[src/rtl/lfsr_gen.sv]
// Maximal-length XNOR Fibonacci LFSR with loadable seed and terminal-match flag.
// Latency: state updates on the clk edge after reset/load/shift; LFSR_Done is combinational.
// Backpressure: none; enable=0 freezes the register and ignores seed_dv.
`timescale 1ns/1ps
module lfsr_gen #(
  parameter int NUM_BITS = 9
) (
  input  logic                clk,
  input  logic                reset,
  input  logic                enable,
  input  logic                seed_dv,
  input  logic [NUM_BITS-1:0] Seed_Data,
  output logic [NUM_BITS-1:0] LFSR_Data,
  output logic                LFSR_Done
);

  if (NUM_BITS < 3 || NUM_BITS > 32) begin : g_bad_width
    $error("lfsr_gen: NUM_BITS must be in 3..32");
  end

  // Bit t-1 set for each 1-based tap position t of the maximal-length polynomial.
  function automatic logic [31:0] tap_mask(input int n);
    logic [31:0] m;
    case (n)
      3:       m = 32'h0000_0006;
      4:       m = 32'h0000_000C;
      5:       m = 32'h0000_0014;
      6:       m = 32'h0000_0030;
      7:       m = 32'h0000_0060;
      8:       m = 32'h0000_00B8;
      9:       m = 32'h0000_0110;
      10:      m = 32'h0000_0240;
      11:      m = 32'h0000_0500;
      12:      m = 32'h0000_0829;
      13:      m = 32'h0000_100D;
      14:      m = 32'h0000_2015;
      15:      m = 32'h0000_6000;
      16:      m = 32'h0000_D008;
      17:      m = 32'h0001_2000;
      18:      m = 32'h0002_0400;
      19:      m = 32'h0004_0023;
      20:      m = 32'h0009_0000;
      21:      m = 32'h0014_0000;
      22:      m = 32'h0030_0000;
      23:      m = 32'h0042_0000;
      24:      m = 32'h00E1_0000;
      25:      m = 32'h0120_0000;
      26:      m = 32'h0200_0023;
      27:      m = 32'h0400_0013;
      28:      m = 32'h0900_0000;
      29:      m = 32'h1400_0000;
      30:      m = 32'h2000_0029;
      31:      m = 32'h4800_0000;
      32:      m = 32'h8020_0003;
      default: m = 32'h0000_0000;
    endcase
    return m;
  endfunction

  localparam logic [31:0]         TAP_MASK_FULL = tap_mask(NUM_BITS);
  localparam logic [NUM_BITS-1:0] TAP_MASK      = TAP_MASK_FULL[NUM_BITS-1:0];

  logic [NUM_BITS-1:0] state;
  logic                fb;

  // XNOR feedback keeps all-zeros in the sequence and makes all-ones the lockup.
  always_comb begin
    fb = ~(^(state & TAP_MASK));
  end

  always_ff @(posedge clk) begin
    if (reset) begin
      state <= '0;
    end else if (enable) begin
      if (seed_dv) begin
        state <= Seed_Data;
      end else begin
        state <= {state[NUM_BITS-2:0], fb};
      end
    end
  end

  assign LFSR_Data = state;
  assign LFSR_Done = (state == Seed_Data);

endmodule

[config.mk]
export PLATFORM = sky130hd
export DESIGN_NAME = lfsr_gen
export DESIGN_NICKNAME = d
export VERILOG_FILES = /design/src/rtl/lfsr_gen.sv
export SDC_FILE = /design/constraint.sdc
export NUM_CORES = 1
export LEC_CHECK = 0
export CAP_MARGIN = 10
export CORE_MARGIN = 1
export CORE_UTILIZATION = 34
export DETAILED_ROUTE_END_ITERATION = 12
export PLACE_DENSITY_LB_ADDON = 0.1
export SETUP_SLACK_MARGIN = 0.2
export SYNTH_ARGS = -nofsm -noshare
export SYNTH_HDL_FRONTEND = slang
export SYNTH_SLANG_ARGS = --single-unit
[constraint.sdc]
create_clock -name clk -period 1.3 [get_ports clk]
set_clock_uncertainty 0.2 [all_clocks]
set_input_delay 0.13 -clock clk [delete_from_list [all_inputs] [get_ports clk]]
set_output_delay 0.13 -clock clk [all_outputs]
set_load 0.005 [all_outputs]
* Word level (Yosys, flattened, before mapping)
Cells that the tools add are included.
** Operators by class
- Add/sub/neg operators :: 0
- Reductions and logical operators :: 1
- Multipliers :: 0
- Shift-type cells :: 0
- Muxes and demuxes :: 1
- Order comparisons :: 0
- Divide/modulo/power cells :: 0
- Equal/unequal tests :: 1
- Bitwise logic cells :: 1
** Operators by type and width (count)
- $eq 9x9->1 :: 1
- $mux 9 :: 1
- $reduce_xor 9->1 :: 1
- $not 1->1 :: 1
** Word-level totals
- Register bits after elaboration :: 9
- Bits in latches :: 0
- Input bits :: 13
- Memories :: 0
- RAM bits :: 0
- Memory bits (read-only) :: 0
- Output and inout bits :: 10
- Word-level logic and storage cells :: 5

* Logic depth before layout (Yosys ltp)
Gate-level depths: netlist of the first run.
- Depth in word-level cells :: 3
- Mapped depth :: 4
- Gate-level depth less buffers :: 3

* Worst setup path after synthesis of the first run
Ideal clock, no wire load.
- Kind :: reg-to-output
- From :: register state[4] (netlist: LFSR_Data[4])
- To :: output port LFSR_Done
- Arrival time :: 878 ps
- Slack :: 92 ps
- Stages on the path, launching flop included :: 4
- Path through :: dfxtp_1 > xnor2_1 > nand3_1 > nor4_1
** Between the ends
- Longest elaborated chain between the ends :: 1
** RTL lines
- start, declared :: RTL line 63 : logic [NUM_BITS-1:0] state;
- start signal, assigned :: RTL line 76 : state <= Seed_Data;
- start signal, assigned :: RTL line 78 : state <= {state[NUM_BITS-2:0], fb};
- $eq 9x9->1 :: RTL line 84 : assign LFSR_Done = (state == Seed_Data);
- end, declared :: RTL line 14 : output logic LFSR_Done
No other way between the ends.

* Final worst setup path of the first run
- From :: register state[8] (netlist: LFSR_Data[8])
- To :: output port LFSR_Done
Same word-level chain as after synthesis.

==> summary.md, run 1 <==
| Metric | Value |
|---|---|
| Grt met3 use | 4.89% |
| TritonCTS clock tree | built |
| Vias in the first global route | 526 |
| Routed WL per cell | 16.1 um |
| Crit Path Max Fanout | 2 |
| Distinct cells, synth | 12 |
| Initial Util | 37.8% |
| Final setup violation count | 1 |
| CP peak stage delay | 0.36 ns |
| RSZ-0062 raised after global routing | yes |
| Cell count after synthesis | 53 |
| Number of core rows | 13 |
| Clock latency on the worst-skew pair | 0.26 ns |
| Mean Syn Cell Area | 9.63 um2 |
| H-Tree Depth | 1 |
| Critical path class | reg -> out |
| Peak VDD IR | 0.648 mV |
| Synth area leaders | dfxtp_1 (35%), mux2i_1 (18%), xnor2_1 (14%), a211oi_1 (13%), nor2_1 (6.6%) |
| Post-synthesis sequential area ratio | 35.3% |
| Post-layout min period | 1.50 ns |
| Iteration count of the initial detailed-routing pass | 2 |
| Total CTS buffers | 3 |
| Final Instance Area | 1050 um2 |
| Outcome | finished with violations |
| Final Max Tran Viols | 0 |
| Ports | 23 |
| Gr usage total | 22.2% |
| CP Launch Type | register |
| Final Cycle Share | 115% |
| Data required, critical path | 0.97 ns |
| Die area | 1660 um2 |
| Post-DP HPWL | 955 um |
| Power per cell area | 815 nW/um2 |
| Clock slew at reported path FFs | 0.06 ns |
| Worst Setup End Kind | output port |
| Top_reg_cell synth | dfxtp_1 |
| Area delta synth->final | 107% |
| Die Span Y | 40.8 um |
| F_max | 667 MHz |
| Seq cells post-synth | 9 |
| Largest register FFs | 9 |
| Slack of the critical path | -0.199 ns |
| Most Crowded Layer GR | met2 |
| Initial antenna violation count | 0 |
| Leakage | 0.486 nW |
| Largest net degree at the start of global routing | 19 |
| CP Cell Sequence | xnor2_2 > nand3_1 > nor4_2 > buf_2 |
| DR DRC count | 0 |
| Synthesized net count | 66 |
| Post-Route WL | 1740 um |
| Die width | 40.8 um |
| Worst Max-Slew Pin Slew | 0.399 ns |
| Core area | 1350 um2 |
| MaxCap Viol Count | 0 |
| RD Place Congestion | 0.684 |
| Clock Sinks | 9 |
| Synth Cell Area | 510 um2 |
| FILL cells | 91 |
| GR Overflow Total | 0 |
| PortBufs | 22 |
| Violated checks | setup timing |
| Final Hold Fails | 0 |
| GR Util met1 | 27.4% |
| Worst Path Arrival | 1.17 ns |
| Root buf cell | clkbuf_4 |
| PnR Total Power | 0.859 mW |
| Post-synth top cells | a211oi_1 (9), dfxtp_1 (9), mux2i_1 (9), nor2_1 (9), xnor2_1 (8) |
| Post-synth EDFFs | 0 |
| Min-delay worst type | in -> reg |
| Synth async-reset ratio | 0% |
| Share of layout cells above drive strength 1 | 52.7% |
| Crit path max-delay family | flip-flops |
| Buf/Inv on CP | 1 |
| Grt met2 use | 37.7% |
| Warnings from Yosys | 0 |
| N_diodes | 0 |
| First-pass GRT wire length | 2350 um |
| Initial DRC count | 7 |
| Slowest CP cell | dfxtp_2 |
| Antenna-violating nets left | 0 |
| Clock buffer depth | 2 |
| Via count | 552 |
| Placed cell area | 841 um2 |
| Synth area leader | dfxtp_1 |
| Synth top area share | 35.3% |
| Final layout net count | 107 |
| Slew headroom | 73.4% |
| Routed vias/inst | 5.11 |
[cell type report]
type                    count  area, um2  share of cell area (%)
clock buffers               4       26.3                    2.49
multi-input cells          40        353                    33.5
flip-flops and latches      9        191                    18.1
well taps                  15       18.8                    1.78
repair buffers             40        465                    44.1
[worst min-delay path, cell delays in order]
cell and delay [ns]:
dlymetal6s2s_1 0.16, mux2i_1 0.14, a211oi_1 0.08
[power by group]
part / internal, mW / switching, mW / total [mW]
registers: 0.301 / 0.0209 / 0.322
logic: 0.204 / 0.117 / 0.321
clock network: 0.118 / 0.0976 / 0.216
total: 0.624 / 0.236 / 0.859
[logic make-up (layout without fill, tap and decap cells)]
logic type | Yosys count | after routing | share of synthesized area [%]
buf+inv | 4 | 44 | 6.62
compound gates | 9 | 9 | 13.2
xor+xnor | 10 | 10 | 17.2
flops | 9 | 9 | 35.3
mux | 9 | 9 | 17.6
simple gates | 12 | 12 | 10.0
[per-stage QoR]
stage | util [%] | TNS, ns | hold WS [ns] | setup slack, ns | cells
final | 78.1 | -0.199 | 0.0928 | -0.199 | 108
after CTS | 71.2 | -0.208 | 0.191 | -0.208 | 105
after detailed placement | 62.3 | -1.58 | 0.417 | -0.646 | 98
after global placement | 62.3 | -1.50 | 0.406 | -0.641 | 98
after floorplan | - | 0 | 0.162 | 0.175 | 53
after global routing | 78.1 | -0.310 | 0.107 | -0.276 | 108
[placed cells by master (no fill, tap or decap), drive strengths merged]
cell           Yosys  layout
nor2               9       9
nor4               1       1
xnor2              8       8
a211oi             9       9
dlygate4sd2        0       5
buf                4      26
dfxtp              9       9
nand4              1       1
clkdlybuf4s50      0       5
nand3              1       1
mux2i              9       9
dlymetal6s2s       0       2
bufbuf             0       1
xor2               2       2
clkbuf             0       5
[final timing paths]
check	start	end	slack (ns)	depth (start not counted)
hold / removal	Seed_Data[6]	LFSR_Data[6]	0.09	3
setup / recovery	LFSR_Data[8]	LFSR_Done	-0.20	4
setup reg to reg	LFSR_Data[4]	LFSR_Data[0]	0.02	5
hold reg to reg	LFSR_Data[2]	LFSR_Data[2]	0.41	3
[repair_timing]
action,in CTS,in global routing
gates resized for setup,69,11
buffers inserted,2,2
pin swaps,11,3
hold buffers,0,0
gates cloned,1,1
setup endpoints to repair,19,16
[layer usage]
layer | up-vias | routed length, um
met5 | - | 0
met4 | 0 | 0
met3 | 0 | 63
met2 | 16 | 901
met1 | 266 | 776
li1 | 270 | -
Power figures use the tool's default switching activity.
==> inputs of run 2 (changes only) <==
--- a/config.mk
+++ b/config.mk
@@ -7,7 +7,7 @@
 export LEC_CHECK = 0
 export CAP_MARGIN = 10
 export CORE_MARGIN = 1
-export CORE_UTILIZATION = 34
+export CORE_UTILIZATION = 39
 export DETAILED_ROUTE_END_ITERATION = 12
 export PLACE_DENSITY_LB_ADDON = 0.1
 export SETUP_SLACK_MARGIN = 0.2
==> run 2 against run 1 <==
The run still ends with setup timing left. Final area shrank 7.7%. Count of clock-buffer cells in the layout unchanged. First-iteration DRC count decreased by 57%. Non-clock buffer count fell by 1. Die area fell by 12%. Sequential share of layout area up 1.5 points. Wire length fell by 14%. Register-to-register slack improved by 0.04 ns. Hold slack got worse by 0.0084 ns. Core utilization up 6.1 points. Global-route usage rose by 0.72 points. Via count down 2.2%.
==> summary.md, run 2 (synthesis gave the netlist of run 1 again) <==
| Metric | Value |
|---|---|
| Outcome | finished with violations (unchanged) |
| Violated checks | setup timing (unchanged) |
| Final layout net count | 106 (was 107) |
| Area delta synth->final | 90.7% (was 107%) |
| Clock Sinks | 9 (unchanged) |
| Clock latency on the worst-skew pair | 0.26 ns (about the same) |
| Root buf cell | clkbuf_4 (unchanged) |
| Routed wl met2 | 782 um (was 901 um) |
| Final Max Tran Viols | 0 (unchanged) |
| Post-DP HPWL | 962 um (was 955 um) |
| Min-delay worst type | in -> reg (unchanged) |
| PortBufs | 22 (unchanged) |
| Clock buffer depth | 2 (unchanged) |
| Worst Path Arrival | 1.18 ns (was 1.17 ns) |
| Die Span Y | 38.2 um (was 40.8 um) |
| Ports | 23 (unchanged) |
| Routed vias/inst | 5.09 (was 5.11) |
| Power per cell area | 841 nW/um2 (was 815 nW/um2) |
| RD Place Congestion | 0.800 (was 0.684) |
| Initial antenna violation count | 0 (unchanged) |
| Initial Util | 44.2% (was 37.8%) |
| Slack of the critical path | -0.207 ns (was -0.199 ns) |
| Highest routed layer | met3 (unchanged) |
| Final setup violation count | 1 (unchanged) |
| Vias in the first global route | 507 (was 526) |
| Worst Setup End Kind | output port (unchanged) |
| Critical path class | reg -> out (unchanged) |
| Hold buffer count at CTS | 0 (unchanged) |
| Post-layout min period | 1.51 ns (was 1.50 ns) |
| Share of layout cells above drive strength 1 | 48.9% (was 52.7%) |
| Post-Layout Cell Count | 106 (was 108) |
| Crit Path Max Fanout | 2 (unchanged) |
| Largest register FFs | 9 (unchanged) |
| Peak VDD IR | 0.639 mV (was 0.648 mV) |
| Die area | 1460 um2 (was 1660 um2) |
| Iteration count of the initial detailed-routing pass | 2 (unchanged) |
| TritonCTS clock tree | built (unchanged) |
| Gr usage total | 22.9% (was 22.2%) |
| Setup tns final | -0.207 ns (was -0.199 ns) |
| Placed instance count | 98 (unchanged) |
| Initial DRC count | 3 (was 7) |
| CP Launch Type | register (unchanged) |
| N_diodes | 0 (unchanged) |
| F_max | 663 MHz (was 667 MHz) |
| MaxCap Viol Count | 0 (unchanged) |
| Post-Route WL | 1500 um (was 1740 um) |
| Clock slew at reported path FFs | 0.06 ns (about the same) |
| Number of core rows | 12 (was 13) |
| Leakage | 0.459 nW (was 0.486 nW) |
| Via count | 540 (was 552) |
| Slew headroom | 76.4% (was 73.4%) |
| GR Overflow Total | 0 (unchanged) |
| Core area | 1160 um2 (was 1350 um2) |
| RSZ-0062 raised after global routing | yes (unchanged) |
| Routed WL per cell | 14.1 um (was 16.1 um) |
| Final Cycle Share | 116% (was 115%) |
| FILL cells | 70 (was 91) |
| Most frequent cells in the layout | buf_6 (21), dfxtp_2 (9), mux2i_1 (9), nor2_1 (9), a211oi_1 (9) (was buf_6 (19), dfxtp_2 (9), mux2i_1 (9)) |
| H-Tree Depth | 1 (unchanged) |
| Die width | 38.2 um (was 40.8 um) |
| Data required, critical path | 0.97 ns (about the same) |
| Met1 WL | 669 um (was 776 um) |
| Final Hold Fails | 0 (unchanged) |
| Antenna-violating nets left | 0 (unchanged) |
| DR DRC count | 0 (unchanged) |
| PnR Total Power | 0.819 mW (was 0.859 mW) |
| Largest net degree at the start of global routing | 11 (was 19) |
| First-pass GRT wire length | 2220 um (was 2350 um) |
| Commonest non-fill, non-tap cell in the layout | buf_6 (unchanged) |
| Worst Max-Slew Pin Slew | 0.353 ns (was 0.399 ns) |
| Total CTS buffers | 3 (unchanged) |
| WL met3 | 44 um (was 63 um) |
-- run 2: cell types whose count changed in the layout (fill, tap and decap cells not counted), sizes merged --
cell,delta
bufbuf,-1
buf,+1
clkbuf,-1
dlymetal6s2s,+1
clkdlybuf4s50,-1
-- run 2: power breakdown --
part / switching, mW / leakage, nW / total (mW) / internal (mW)
registers: 0.0208 / 0.0774 / 0.322 / 0.301
clock network: 0.0963 / 0.0150 / 0.214 / 0.118
logic: 0.105 / 0.366 / 0.282 / 0.177
-- run 2: critical path, stage by stage (launching register included) --
cell and delay (ns):
dfxtp_2 0.34, xnor2_2 0.16, nand4_1 0.13, nor4_2 0.14
buf_2 0.15
-- run 2: stage by stage --
step / hold WS [ns] / utilization [%] / worst slack [ns] / area, um2
2_1_floorplan: 0.162 / - / 0.175 / 520
3_3_place_gp: 0.407 / 71.1 / -0.669 / 822
3_5_place_dp: 0.415 / 71.1 / -0.672 / 822
4_1_cts: 0.204 / 80.8 / -0.218 / 935
5_1_grt: 0.116 / 84.2 / -0.334 / 973
6_report: 0.0844 / 84.2 / -0.207 / 973
-- run 2: final timing paths --
path / start / to / slack [ns] / cells past startpoint
max: LFSR_Data[3] / LFSR_Done / -0.21 / 4
min: Seed_Data[0] / LFSR_Data[0] / 0.08 / 3
max reg2reg: LFSR_Data[8] / LFSR_Data[0] / 0.06 / 5
min reg2reg: LFSR_Data[3] / LFSR_Data[3] / 0.43 / 3
-- run 2: repair_timing --
action	in CTS	in global routing
setup buffers	1	2
endpoints found under the setup margin	18	17
pin swaps	5	3
cloned	0	1
gates resized for setup	74	5
-- run 2: layout make-up --
class	instances	area [um2]	share of cell area, %
flip-flops and latches	9	191	19.7
multi-input cells	40	340	35.0
repair buffers	39	398	40.9
well taps	14	17.5	1.80
clock buffers	4	26.3	2.70
-- run 2: per-layer routing --
metal / track usage (%) / vias up
met1: 29.3 / 261
met3: 5.23 / 0
met5: 0 / -
met2: 38.6 / 11
li1: - / 268
met4: 5.36 / 0
==> inputs of run 3 (changes only) <==
--- a/config.mk
+++ b/config.mk
@@ -5,9 +5,10 @@
 export SDC_FILE = /design/constraint.sdc
 export NUM_CORES = 1
 export LEC_CHECK = 0
+export ABC_AREA = 1
 export CAP_MARGIN = 10
 export CORE_MARGIN = 1
-export CORE_UTILIZATION = 39
+export CORE_UTILIZATION = 42
 export DETAILED_ROUTE_END_ITERATION = 12
 export PLACE_DENSITY_LB_ADDON = 0.1
 export SETUP_SLACK_MARGIN = 0.2
==> run 3 against run 2 <==
Setup slack gained 0.017 ns. The flow still finishes with violations (setup timing). Clock power rose by 2%. Critical endpoint unchanged. Critical path depth is 3 higher. Core utilization down 4.3 points. Sequential cell count stayed put. Total power is 0.77% higher. Final cell count rose by 46%. Count of clock-buffer cells in the layout unchanged. Hold slack improved by 0.032 ns. Maximum frequency up 1.2%. Synthesized cell count grew 89%.
==> summary.md, run 3 <==
| Metric | Value |
|---|---|
| MaxCap Viol Count | 0 (unchanged) |
| RSZ-0062 raised after global routing | yes (unchanged) |
| Data required, critical path | 0.97 ns (about the same) |
| Core Util, Final | 79.9% (was 84.2%) |
| Synth area leader | dfxtp_1 (unchanged) |
| Largest net degree at the start of global routing | 19 (was 11) |
| Synthesized net count | 113 (was 66) |
| Synth async-reset ratio | 0% (unchanged) |
| RD Place Congestion | 0.797 (was 0.800) |
| Clock slew at reported path FFs | 0.06 ns (about the same) |
| Synth Cell Area | 616 um2 (was 510 um2) |
| DP Worst Slack | -0.644 ns (was -0.672 ns) |
| Largest register FFs | 9 (unchanged) |
| Hold path depth | 3 (unchanged) |
| Routed wl met2 | 907 um (was 782 um) |
| DR DRC count | 0 (unchanged) |
| Post-layout min period | 1.49 ns (was 1.51 ns) |
| FF-to-FF Start | LFSR_Data[2] (was LFSR_Data[8]) |
| Warnings from Yosys | 0 (unchanged) |
| Via count | 777 (was 540) |
| Min-delay src | Seed_Data[0] (unchanged) |
| Routed vias/inst | 5.01 (was 5.09) |
| Final layout net count | 154 (was 106) |
| Routed WL per cell | 11.7 um (was 14.1 um) |
| Power per cell area | 774 nW/um2 (was 841 nW/um2) |
| Critical path class | reg -> out (unchanged) |
| Number of core rows | 13 (was 12) |
| Die area | 1620 um2 (was 1460 um2) |
| Final Cycle Share | 115% (was 116%) |
| Initial Util | 46.2% (was 44.2%) |
| Synth area leaders | dfxtp_1 (29%), nand2_1 (21%), inv_1 (12%), nand3_1 (8.9%), o211ai_1 (8.5%) (was dfxtp_1 (35%), mux2i_1 (18%), xnor2_1 (14%), a211oi_1 (13%), nor2_1 (6.6%)) |
| Setup tns final | -0.190 ns (was -0.207 ns) |
| Placed cell area | 940 um2 (was 822 um2) |
| Initial antenna violation count | 0 (unchanged) |
| GR Overflow Total | 0 (unchanged) |
| Min-delay worst type | in -> reg (unchanged) |
| F_max | 671 MHz (was 663 MHz) |
| Final Hold Fails | 0 (unchanged) |
| Seq cells post-synth | 9 (unchanged) |
| N_diodes | 0 (unchanged) |
| Gr usage total | 22.1% (was 22.9%) |
| Outcome | finished with violations (unchanged) |
| Post-Layout Cell Count | 155 (was 106) |
| Highest routed layer | met4 (was met3) |
| Worst Max-Slew Pin Slew | 0.243 ns (was 0.353 ns) |
| Leakage | 0.586 nW (was 0.459 nW) |
| Top_reg_cell synth | dfxtp_1 (unchanged) |
| CP startpoint | LFSR_Data[1] (was LFSR_Data[3]) |
| Final Instance Area | 1070 um2 (was 973 um2) |
| Crit Path Max Fanout | 3 (was 2) |
| Post-synthesis sequential area ratio | 29.3% (was 35.3%) |
| Cell count after synthesis | 100 (was 53) |
| Hold_ws | 0.117 ns (was 0.0844 ns) |
| Worst Path Arrival | 1.16 ns (was 1.18 ns) |
| CP Launch Type | register (unchanged) |
| Area delta synth->final | 73.2% (was 90.7%) |
| Commonest non-fill, non-tap cell in the layout | nand2_1 (was buf_6) |
| Most frequent cells in the layout | nand2_1 (34), inv_1 (19), buf_6 (19) (was buf_6 (21), dfxtp_2 (9), mux2i_1 (9), nor2_1 (9), a211oi_1 (9)) |
| Ports | 23 (unchanged) |
| Final setup violation count | 1 (unchanged) |
| Distinct cells, synth | 14 (was 12) |
| First-pass GRT wire length | 2370 um (was 2220 um) |
| Violated checks | setup timing (unchanged) |
| Antenna-violating nets left | 0 (unchanged) |
| Initial DRC count | 22 (was 3) |
| Post-DP HPWL | 1180 um (was 962 um) |
| Clock latency on the worst-skew pair | 0.26 ns (about the same) |
| Iteration count of the initial detailed-routing pass | 4 (was 2) |
| R2R depth | 6 (was 5) |
| Slew headroom | 83.8% (was 76.4%) |
| Met1 WL | 778 um (was 669 um) |
| Root buf cell | clkbuf_4 (unchanged) |
| Die Span Y | 40.3 um (was 38.2 um) |
| TritonCTS clock tree | built (unchanged) |
| Post-Route WL | 1810 um (was 1500 um) |
| Total CTS buffers | 3 (unchanged) |
| Post-synth top cells | nand2_1 (35), inv_1 (20), nand3_1 (11), dfxtp_1 (9), o211ai_1 (7) (was a211oi_1 (9), dfxtp_1 (9), mux2i_1 (9), nor2_1 (9), xnor2_1 (8)) |
| Clock buffer depth | 2 (unchanged) |
| Peak VDD IR | 0.645 mV (was 0.639 mV) |
| Die width | 40.3 um (was 38.2 um) |
| Share of layout cells above drive strength 1 | 32.9% (was 48.9%) |
| Most common cell in the synthesized netlist | nand2_1 |
| Vias in the first global route | 608 (was 507) |
| Worst Setup End Kind | output port (unchanged) |
| Placed instance count | 148 (was 98) |
| Mean Syn Cell Area | 6.16 um2 (was 9.63 um2) |
| Synth top area share | 29.3% (was 35.3%) |
| Core area | 1330 um2 (was 1160 um2) |
| Clock Sinks | 9 (unchanged) |
| H-Tree Depth | 1 (unchanged) |
| WL met3 | 108 um (was 44 um) |
| Post-synth EDFFs | 0 (unchanged) |
| PnR Total Power | 0.825 mW (was 0.819 mW) |
| PortBufs | 22 (unchanged) |
| Slack of the critical path | -0.190 ns (was -0.207 ns) |
| Final Max Tran Viols | 0 (unchanged) |
run 3: final timing paths:
| path | end | slack [ns] |
|---|---|---|
| max | LFSR_Done | -0.19 |
| min reg2reg | LFSR_Data[7] | 0.40 |
| min | LFSR_Data[0] | 0.12 |
| max reg2reg | LFSR_Data[3] | 0.19 |
run 3: cell type report:
class	instances	area (um2)
timing repair buffer	39	415
multi-input combinational	65	324
fill	106	268
sequential	9	191
inverter	23	90.1
clock buffer	4	26.3
tap	15	18.8
run 3: kinds of logic (layout without fill, tap and decap cells):
| kind of cell | after synthesis | in the layout | synth area share (%) |
|---|---|---|---|
| AND/OR/NAND/NOR | 52 | 52 | 33.9 |
| XOR/XNOR | 3 | 3 | 4.27 |
| buffers and inverters | 26 | 66 | 20.1 |
| AO/OA/AOI/OAI | 10 | 10 | 12.4 |
| flip-flops | 9 | 9 | 29.3 |
run 3: timing repair:
action,4_1_cts,5_1_grt
resized for setup,68,10
buffers inserted,1,1
gates cloned,0,1
setup endpoints to repair,17,15
hold buffers,0,0
pin swaps,2,1
run 3: power breakdown:
group	internal, mW	switching (mW)	total (mW)
Combinational	0.166	0.124	0.290
Sequential	0.300	0.0175	0.318
Clock	0.118	0.0992	0.218
run 3: metal layers:
metal  vias up  global-route usage (%)
met2        38                    35.9
met4         0                    10.0
met1       348                    27.6
li1        387                       -
met3         4                    5.00
met5         -                       0
run 3: critical path, stage by stage (launching register included):
cell     delay [ns]
dfxtp_2        0.34
inv_1          0.04
nand2_1        0.05
nand2_1        0.05
nor2_1         0.11
nand3_1        0.07
nor2_1         0.11
buf_2          0.12
